## src/rtl/load_store_unit.sv

```systemverilog
// ---------------------------------------------------------------------------
// load_store_unit
//   Multi-cycle load/store stage for the 8-bit accumulator datapath. A
//   transfer is issued from IDLE, the request is held on the data-memory
//   port until acknowledged, and loads then write the returned value back
//   through the register-file write port. busy stalls fetch meanwhile.
//
//   Optional feature macro: LSU_TIMEOUT_EN
//     When defined, a REQ phase that lasts TIMEOUT cycles without mem_ack
//     aborts through the ERR state and pulses err. When undefined, REQ waits
//     indefinitely and err is tied low.
//
// Ports
//   CLK         system clock, rising edge
//   reset       asynchronous active-high reset
//   start       issue a transfer (sampled only in IDLE)
//   is_load     1 = load, 0 = store (captured with start)
//   addr        memory address (captured with start)
//   store_data  store value (captured with start)
//   dest        write-back register pointer (captured with start)
//   mem_req     memory request, held until mem_ack
//   mem_we      write request, valid with mem_req
//   mem_addr    captured address
//   mem_wdata   captured store data
//   mem_rdata   memory read data, valid with mem_ack
//   mem_ack     memory completion
//   wb_en       one-cycle register-file write strobe (loads)
//   wb_addr     write-back pointer
//   wb_data     last load result
//   done        one-cycle completion pulse
//   busy        high while a transfer is in flight
//   err         one-cycle timeout abort pulse
// ---------------------------------------------------------------------------
module load_store_unit #(
  parameter int W       = 8,
  parameter int D       = 4,
  parameter int TIMEOUT = 15
) (
  input  logic         CLK,
  input  logic         reset,
  input  logic         start,
  input  logic         is_load,
  input  logic [W-1:0] addr,
  input  logic [W-1:0] store_data,
  input  logic [D-1:0] dest,
  output logic         mem_req,
  output logic         mem_we,
  output logic [W-1:0] mem_addr,
  output logic [W-1:0] mem_wdata,
  input  logic [W-1:0] mem_rdata,
  input  logic         mem_ack,
  output logic         wb_en,
  output logic [D-1:0] wb_addr,
  output logic [W-1:0] wb_data,
  output logic         done,
  output logic         busy,
  output logic         err
);

  localparam logic [2:0] S_IDLE = 3'd0;
  localparam logic [2:0] S_REQ  = 3'd1;
  localparam logic [2:0] S_WB   = 3'd2;
  localparam logic [2:0] S_FIN  = 3'd3;
  localparam logic [2:0] S_ERR  = 3'd4;

  logic [2:0]   state_r;
  logic [2:0]   state_nxt_s;
  logic         is_load_r;
  logic [W-1:0] addr_r;
  logic [W-1:0] wdata_r;
  logic [D-1:0] dest_r;
  logic [W-1:0] wb_data_r;

`ifdef LSU_TIMEOUT_EN
  localparam int CW = $clog2(TIMEOUT + 1);
  // The abort decision is made in the last allowed REQ cycle, so the
  // transfer spends exactly TIMEOUT cycles in REQ before ERR.
  localparam logic [CW-1:0] CNT_LAST = CW'(TIMEOUT - 1);
  logic [CW-1:0] cnt_r;
`endif

  // Next-state decode for the transfer sequencer.
  always_comb begin
    state_nxt_s = state_r;
    case (state_r)
      S_IDLE: begin
        if (start) begin
          state_nxt_s = S_REQ;
        end else begin
          state_nxt_s = S_IDLE;
        end
      end
      S_REQ: begin
        // An ack always wins, even in the cycle the timeout would fire.
        if (mem_ack) begin
          if (is_load_r) begin
            state_nxt_s = S_WB;
          end else begin
            state_nxt_s = S_FIN;
          end
`ifdef LSU_TIMEOUT_EN
        end else if (cnt_r == CNT_LAST) begin
          state_nxt_s = S_ERR;
`endif
        end else begin
          state_nxt_s = S_REQ;
        end
      end
      S_WB:    state_nxt_s = S_IDLE;
      S_FIN:   state_nxt_s = S_IDLE;
      S_ERR:   state_nxt_s = S_IDLE;
      default: state_nxt_s = S_IDLE;
    endcase
  end

  // State register.
  always_ff @(posedge CLK or posedge reset) begin
    if (reset) begin
      state_r <= S_IDLE;
    end else begin
      state_r <= state_nxt_s;
    end
  end

  // Capture the transfer operands when a start is accepted in IDLE.
  always_ff @(posedge CLK or posedge reset) begin
    if (reset) begin
      is_load_r <= 1'b0;
      addr_r    <= '0;
      wdata_r   <= '0;
      dest_r    <= '0;
    end else if ((state_r == S_IDLE) && start) begin
      is_load_r <= is_load;
      addr_r    <= addr;
      wdata_r   <= store_data;
      dest_r    <= dest;
    end
  end

  // Load result register; only an acknowledged load updates it.
  always_ff @(posedge CLK or posedge reset) begin
    if (reset) begin
      wb_data_r <= '0;
    end else if ((state_r == S_REQ) && mem_ack && is_load_r) begin
      wb_data_r <= mem_rdata;
    end
  end

`ifdef LSU_TIMEOUT_EN
  // Cycles spent in REQ without ack; held at zero outside REQ so it is
  // clear on every entry.
  always_ff @(posedge CLK or posedge reset) begin
    if (reset) begin
      cnt_r <= '0;
    end else if (state_r != S_REQ) begin
      cnt_r <= '0;
    end else if (!mem_ack) begin
      cnt_r <= cnt_r + CW'(1);
    end
  end

  assign err = (state_r == S_ERR);
`else
  assign err = 1'b0;
`endif

  // Outputs are either flops or pure state decodes, so reset clears them
  // combinationally without waiting for a clock edge.
  assign mem_req   = (state_r == S_REQ);
  assign mem_we    = mem_req & ~is_load_r;
  assign mem_addr  = addr_r;
  assign mem_wdata = wdata_r;
  assign wb_en     = (state_r == S_WB);
  assign wb_addr   = dest_r;
  assign wb_data   = wb_data_r;
  assign done      = (state_r == S_WB) || (state_r == S_FIN);
  assign busy      = (state_r != S_IDLE);

endmodule

```

## config.mk

```make
export PLATFORM = sky130hd
export DESIGN_NAME = load_store_unit
export DESIGN_NICKNAME = d
export VERILOG_FILES = /design/src/rtl/load_store_unit.sv
export SDC_FILE = /design/constraint.sdc
export NUM_CORES = 1
export LEC_CHECK = 0
export BUFFER_PORTS_ARGS = -buffer_cell sky130_fd_sc_hd__buf_2
export CORE_MARGIN = 2
export CORE_UTILIZATION = 40
export CTS_CLUSTER_SIZE = 10
export DETAILED_ROUTE_END_ITERATION = 12
export PLACE_DENSITY = 0.73
export SETUP_SLACK_MARGIN = 0.15
export SYNTH_ARGS = -nofsm -noshare
export SYNTH_HDL_FRONTEND = slang
export SYNTH_SLANG_ARGS = --single-unit
```

## constraint.sdc

```tcl
create_clock -name CLK -period 2.1 [get_ports CLK]
set_clock_uncertainty 0.15 [all_clocks]
set_input_delay 0.42 -clock CLK [delete_from_list [all_inputs] [get_ports CLK]]
set_output_delay 0.42 -clock CLK [all_outputs]
set_load 0.03 [all_outputs]
```

* After elaboration in Yosys (flattened, before gate mapping)
Index checks and enable logic that the tools add are counted.
** Storage, ports and cells
- Register bits after elaboration :: 32
- Input bits :: 33
- Logic and storage cells :: 21
** Cells by class
- Reduce and logical (&&, ||, !) cells :: 6
- Mux-type cells :: 4
- Equality and inequality tests :: 3
- Bitwise logic cells :: 2
** Operators with widths (count)
- $eq A3 B2 Y1 const B :: 2
- $pmux W3 S2 :: 1
- $eq A3 B1 Y1 const B :: 1
- $logic_and A1 B1 Y1 :: 3
- $logic_not A3 Y1 :: 1
- $mux W3 :: 1
- $reduce_bool A3 Y1 :: 1
- $mux W1 :: 2
- $and A1 B1 Y1 :: 1
- $logic_or A1 B1 Y1 :: 1
- $not A1 Y1 :: 1

* Logic depth before layout (Yosys ltp)
- Depth after elaboration :: 3
- Mapped depth :: 3

* Worst setup path after synthesis
No wires, ideal clock.
- Path type :: register to output
- Start :: reg state_r[0]
- End :: out mem_we
- Data required time :: 1530 ps
- Arrival time :: 1558 ps
- Setup slack :: -28 ps
- Stages on the path, launching flop included :: 3
- Path buffers :: 0
- Cells stage by stage :: dfrtp_1 > nor2b_1 > nor2b_1
** On the way
- Longest elaborated chain between the ends :: 2
** Ends and longest elaborated chain
- start, declared :: line 66 : logic [2:0] state_r;
- start signal, assigned :: line 121 : state_r <= state_nxt_s;
- $eq A3 B1 Y1 :: line 169 : assign mem_req = (state_r == S_REQ);
- named net mem_req :: line 46 : output logic mem_req,
- $and A1 B1 Y1 :: line 170 : assign mem_we = mem_req & ~is_load_r;
- end, declared :: line 47 : output logic mem_we,
The timed path passes the listed nets, and every way through them passes these cells.

* Worst setup path in the final report
- Start :: reg state_r[1]
- End :: out busy
** On the way
- Longest elaborated chain between the ends :: 1
** Ends and longest elaborated chain
- $reduce_bool A3 Y1 :: line 177 : assign busy = (state_r != S_IDLE);
- end, declared :: line 56 : output logic busy,
No other way between the ends.

==> summary.txt <==
Power and ir drop
  – Peak supply drop: 855 µV
  – PwrDens: 1820 nW/µm²
  – Sw frac: roughly 43%
  – P_sw: 1330 µW
  – Combinational share of power: ~50%
  – Internal power: roughly 1800 µW
  – Clk network pwr share: ~16%
  – P_leak: between 0.0008 and 0.0009 µW
  – Sequential power share: about a third

Global route
  – Number of global-route vias before repair: a little over 800
  – Tot GR Track Use: 14.4%
  – Remaining global-route overflow: 0
  – Largest net degree at the start of global routing: 18
  – First-pass GRT wire length: 3.58 mm
  – Initial antenna violation count: 0

Route
  – Routed WL: around 2.3 mm
  – Detailed Routing Iterations Pass 1: 3
  – Final antenna-violating net count: 0
  – Detailed-route vias per instance: between 4 and 5
  – DR WL/cell: 12.9 µm
  – DR vias: 855
  – 1st-iter DRT viols: 14
  – # DRC: 0

Floorplan
  – Row count: 20
  – Die ar.: around 3500 µm²
  – # IOs: 67
  – Initial core utilization: around 41%
  – Die Wd: 59.6 µm
  – Core Box Area: about 3000 µm²
  – Die Y: about 60 µm

Yosys
  – Mapped Cells: between 70 and 80
  – Area leader, netlist: dfrtp_1
  – Post-Synth XOR/XNOR Area: 0%
  – Synth unique cells: 16
  – Synth Area in Compound Gates: less than 1%
  – Post-synth top cells: dfrtp_1, mux2_2, buf_6, nor2b_1
  – Mapped cell area: between 1000 and 1500 µm²
  – Mux share of post-synthesis cell area: a little over a quarter
  – Dominant cells by area after synthesis: dfrtp_1, mux2_2, nand4b_4
  – Post-synthesis register bit count: 31
  – Asr flop ratio synth: 100%
  – Syn nets: between 100 and 150
  – Largest family of logic cells by synthesized area: multiplexers
  – Synth Flop Type: dfrtp_1
  – Post-Syn Area per Cell: 16.5 µm²
  – Count leader, synth: dfrtp_1
  – Yosys warns: 0
  – Synth Area in Simple Gates: 6.38%
  – Adder-cell share of the synthesized area: 0%
  – Yosys top cell area share: a little over three fifths
  – Number of flops mapped to enable cells by yosys: 0
  – Register area share after synthesis: between 60% and 70%

Clocking
  – Worst skew pair latency: 0.33 ns
  – H-tree depth: 2
  – Root Buffer: clkbuf_4
  – CTS Sinks: 31
  – CTS tree: yes
  – CTS buffer count: 5
  – Worst-path clk slew: roughly 0.090 ns
  – CTS Buffer Depth: 2
  – Post-CTS Hold Buffers: 0

Placed design
  – GPL Wtd Cong: 0.807
  – PortBufs: 65
  – HPWL after detailed placement: 1.81 mm

Timing
  – Max-Slew Margin vs Limit: ~60%
  – Pins over their slew limit: 0
  – Measured slew at the worst slew-check pin: 0.598 ns
  – Period utilisation layout: roughly nine tenths
  – Fin. Hold Viols: 12
  – Fin crit period: roughly 1.9 ns
  – Fmax: about 540 MHz
  – RSZ-0062 raised after global routing: false
  – Setup TNS: 0 ns
  – Hold WS: -0.00560 ns
  – Final setup viols: 0

Finish
  – Nets: 180
  – Antenna diodes: 0
  – Layout cells sized above 1: between 70% and 80%
  – Synthesis-to-layout area growth: 38.0%

Worst setup path
  – Required time of the worst setup path: around 1.5 ns
  – Crit path DAT: about 1.3 ns
  – Setup crit start kind: flip-flop
  – CP max FO: 7
  – WS Path Type: reg2out
  – CP Capture Type: primary output

Worst hold path
  – Hold Crit Class: in2async

Status
  – Status: finished with violations
  – Failing checks: negative hold slack

Flow run
  – Max-cap check violation count: 0
==> cells in the final DEF, fill, tap and decap left out, drive strengths merged <==
cell type	count
a311oi	1
and2	1
and2b	1
buf	69
bufinv	1
clkbuf	6
clkinv	1
conb	1
dfrtp	31
inv	1
mux2	29
nand4b	1
nor2	1
nor2b	2
nor3b	1
or2	1
==> state kept, by name, summed over array words and instances (netlist names) <==
name / cells
mem_addr: 8
wb_addr: 4
mem_wdata: 8
state_r: 2
is_load_r: 1
wb_data: 8
==> layout make-up <==
cell class                 count  area, µm²
multi-input combinational     39        427
fill                         258       1300
sequential                    31        778
clock buffer                   6       51.3
tap                           33       41.3
clock inverter                 2       35.0
timing repair buffer          69        368
inverter                       1       3.75
==> cell families after synthesis <==
| group | count (synthesis) |
|---|---|
| AO/OA/AOI/OAI | 1 |
| AND/OR/NAND/NOR | 8 |
| flip-flops | 31 |
| multiplexers | 29 |
| other | 1 |
| buffers and inverters | 5 |
==> critical path, cell delays in order (launching register included) <==
cell and delay (ns):
dfrtp_2 0.47, or2_2 0.31, buf_2 0.18
==> power groups by stage <==
stage	registers, µW	clock network (µW)	logic (µW)
after floorplan	1640	0	566
final	1060	481	1560
after global routing	1110	524	1660
after CTS	1080	498	1560
after detailed placement	1090	0	1560
after global placement	1070	0	1530
==> per-stage QoR <==
| stage | cells | setup WS [ns] | area [µm²] | utilization [%] | power, µW |
|---|---|---|---|---|---|
| 2_1_floorplan | 75 | 0.265 | 1240 | - | 2210 |
| 3_3_place_gp | 172 | 0.527 | 1610 | 53.5 | 2590 |
| 3_5_place_dp | 172 | 0.483 | 1610 | 53.5 | 2650 |
| 4_1_cts | 180 | 0.189 | 1700 | 56.5 | 3140 |
| 5_1_grt | 181 | 0.168 | 1700 | 56.8 | 3290 |
| 6_report | 181 | 0.241 | 1700 | 56.8 | 3110 |
==> path summary, 6_finish.rpt <==
| kind | start | depth (start not counted) | slack, ns | endpoint |
|---|---|---|---|---|
| hold / removal | reset | 2 | -0.006 | mem_addr[6] |
| hold reg to reg | wb_data[2] | 1 | 0.35 | wb_data[2] |
| setup / recovery | state_r[1] | 2 | 0.24 | busy |
| max in group asynchronous | reset | 3 | 1.29 | state_r[1] |
| setup reg to reg | state_r[0] | 4 | 0.48 | mem_addr[0] |
| min in group CLK | mem_rdata[7] | 2 | 0.16 | wb_data[7] |
==> routing by layer <==
layer | track usage, % | share of wire [%]
met1 | 15.4 | 40
met2 | 23.7 | 49
met3 | 6.33 | 9.2
met4 | 7.62 | 1.9
met5 | 0 | 0
==> what timing repair did <==
action | CTS | global route
cloned | 0 | 0
buffers inserted | 0 | 1
gates resized for setup | 1 | 1
endpoints found under the setup margin | 1 | 2
Power figures use the tool's default switching activity.
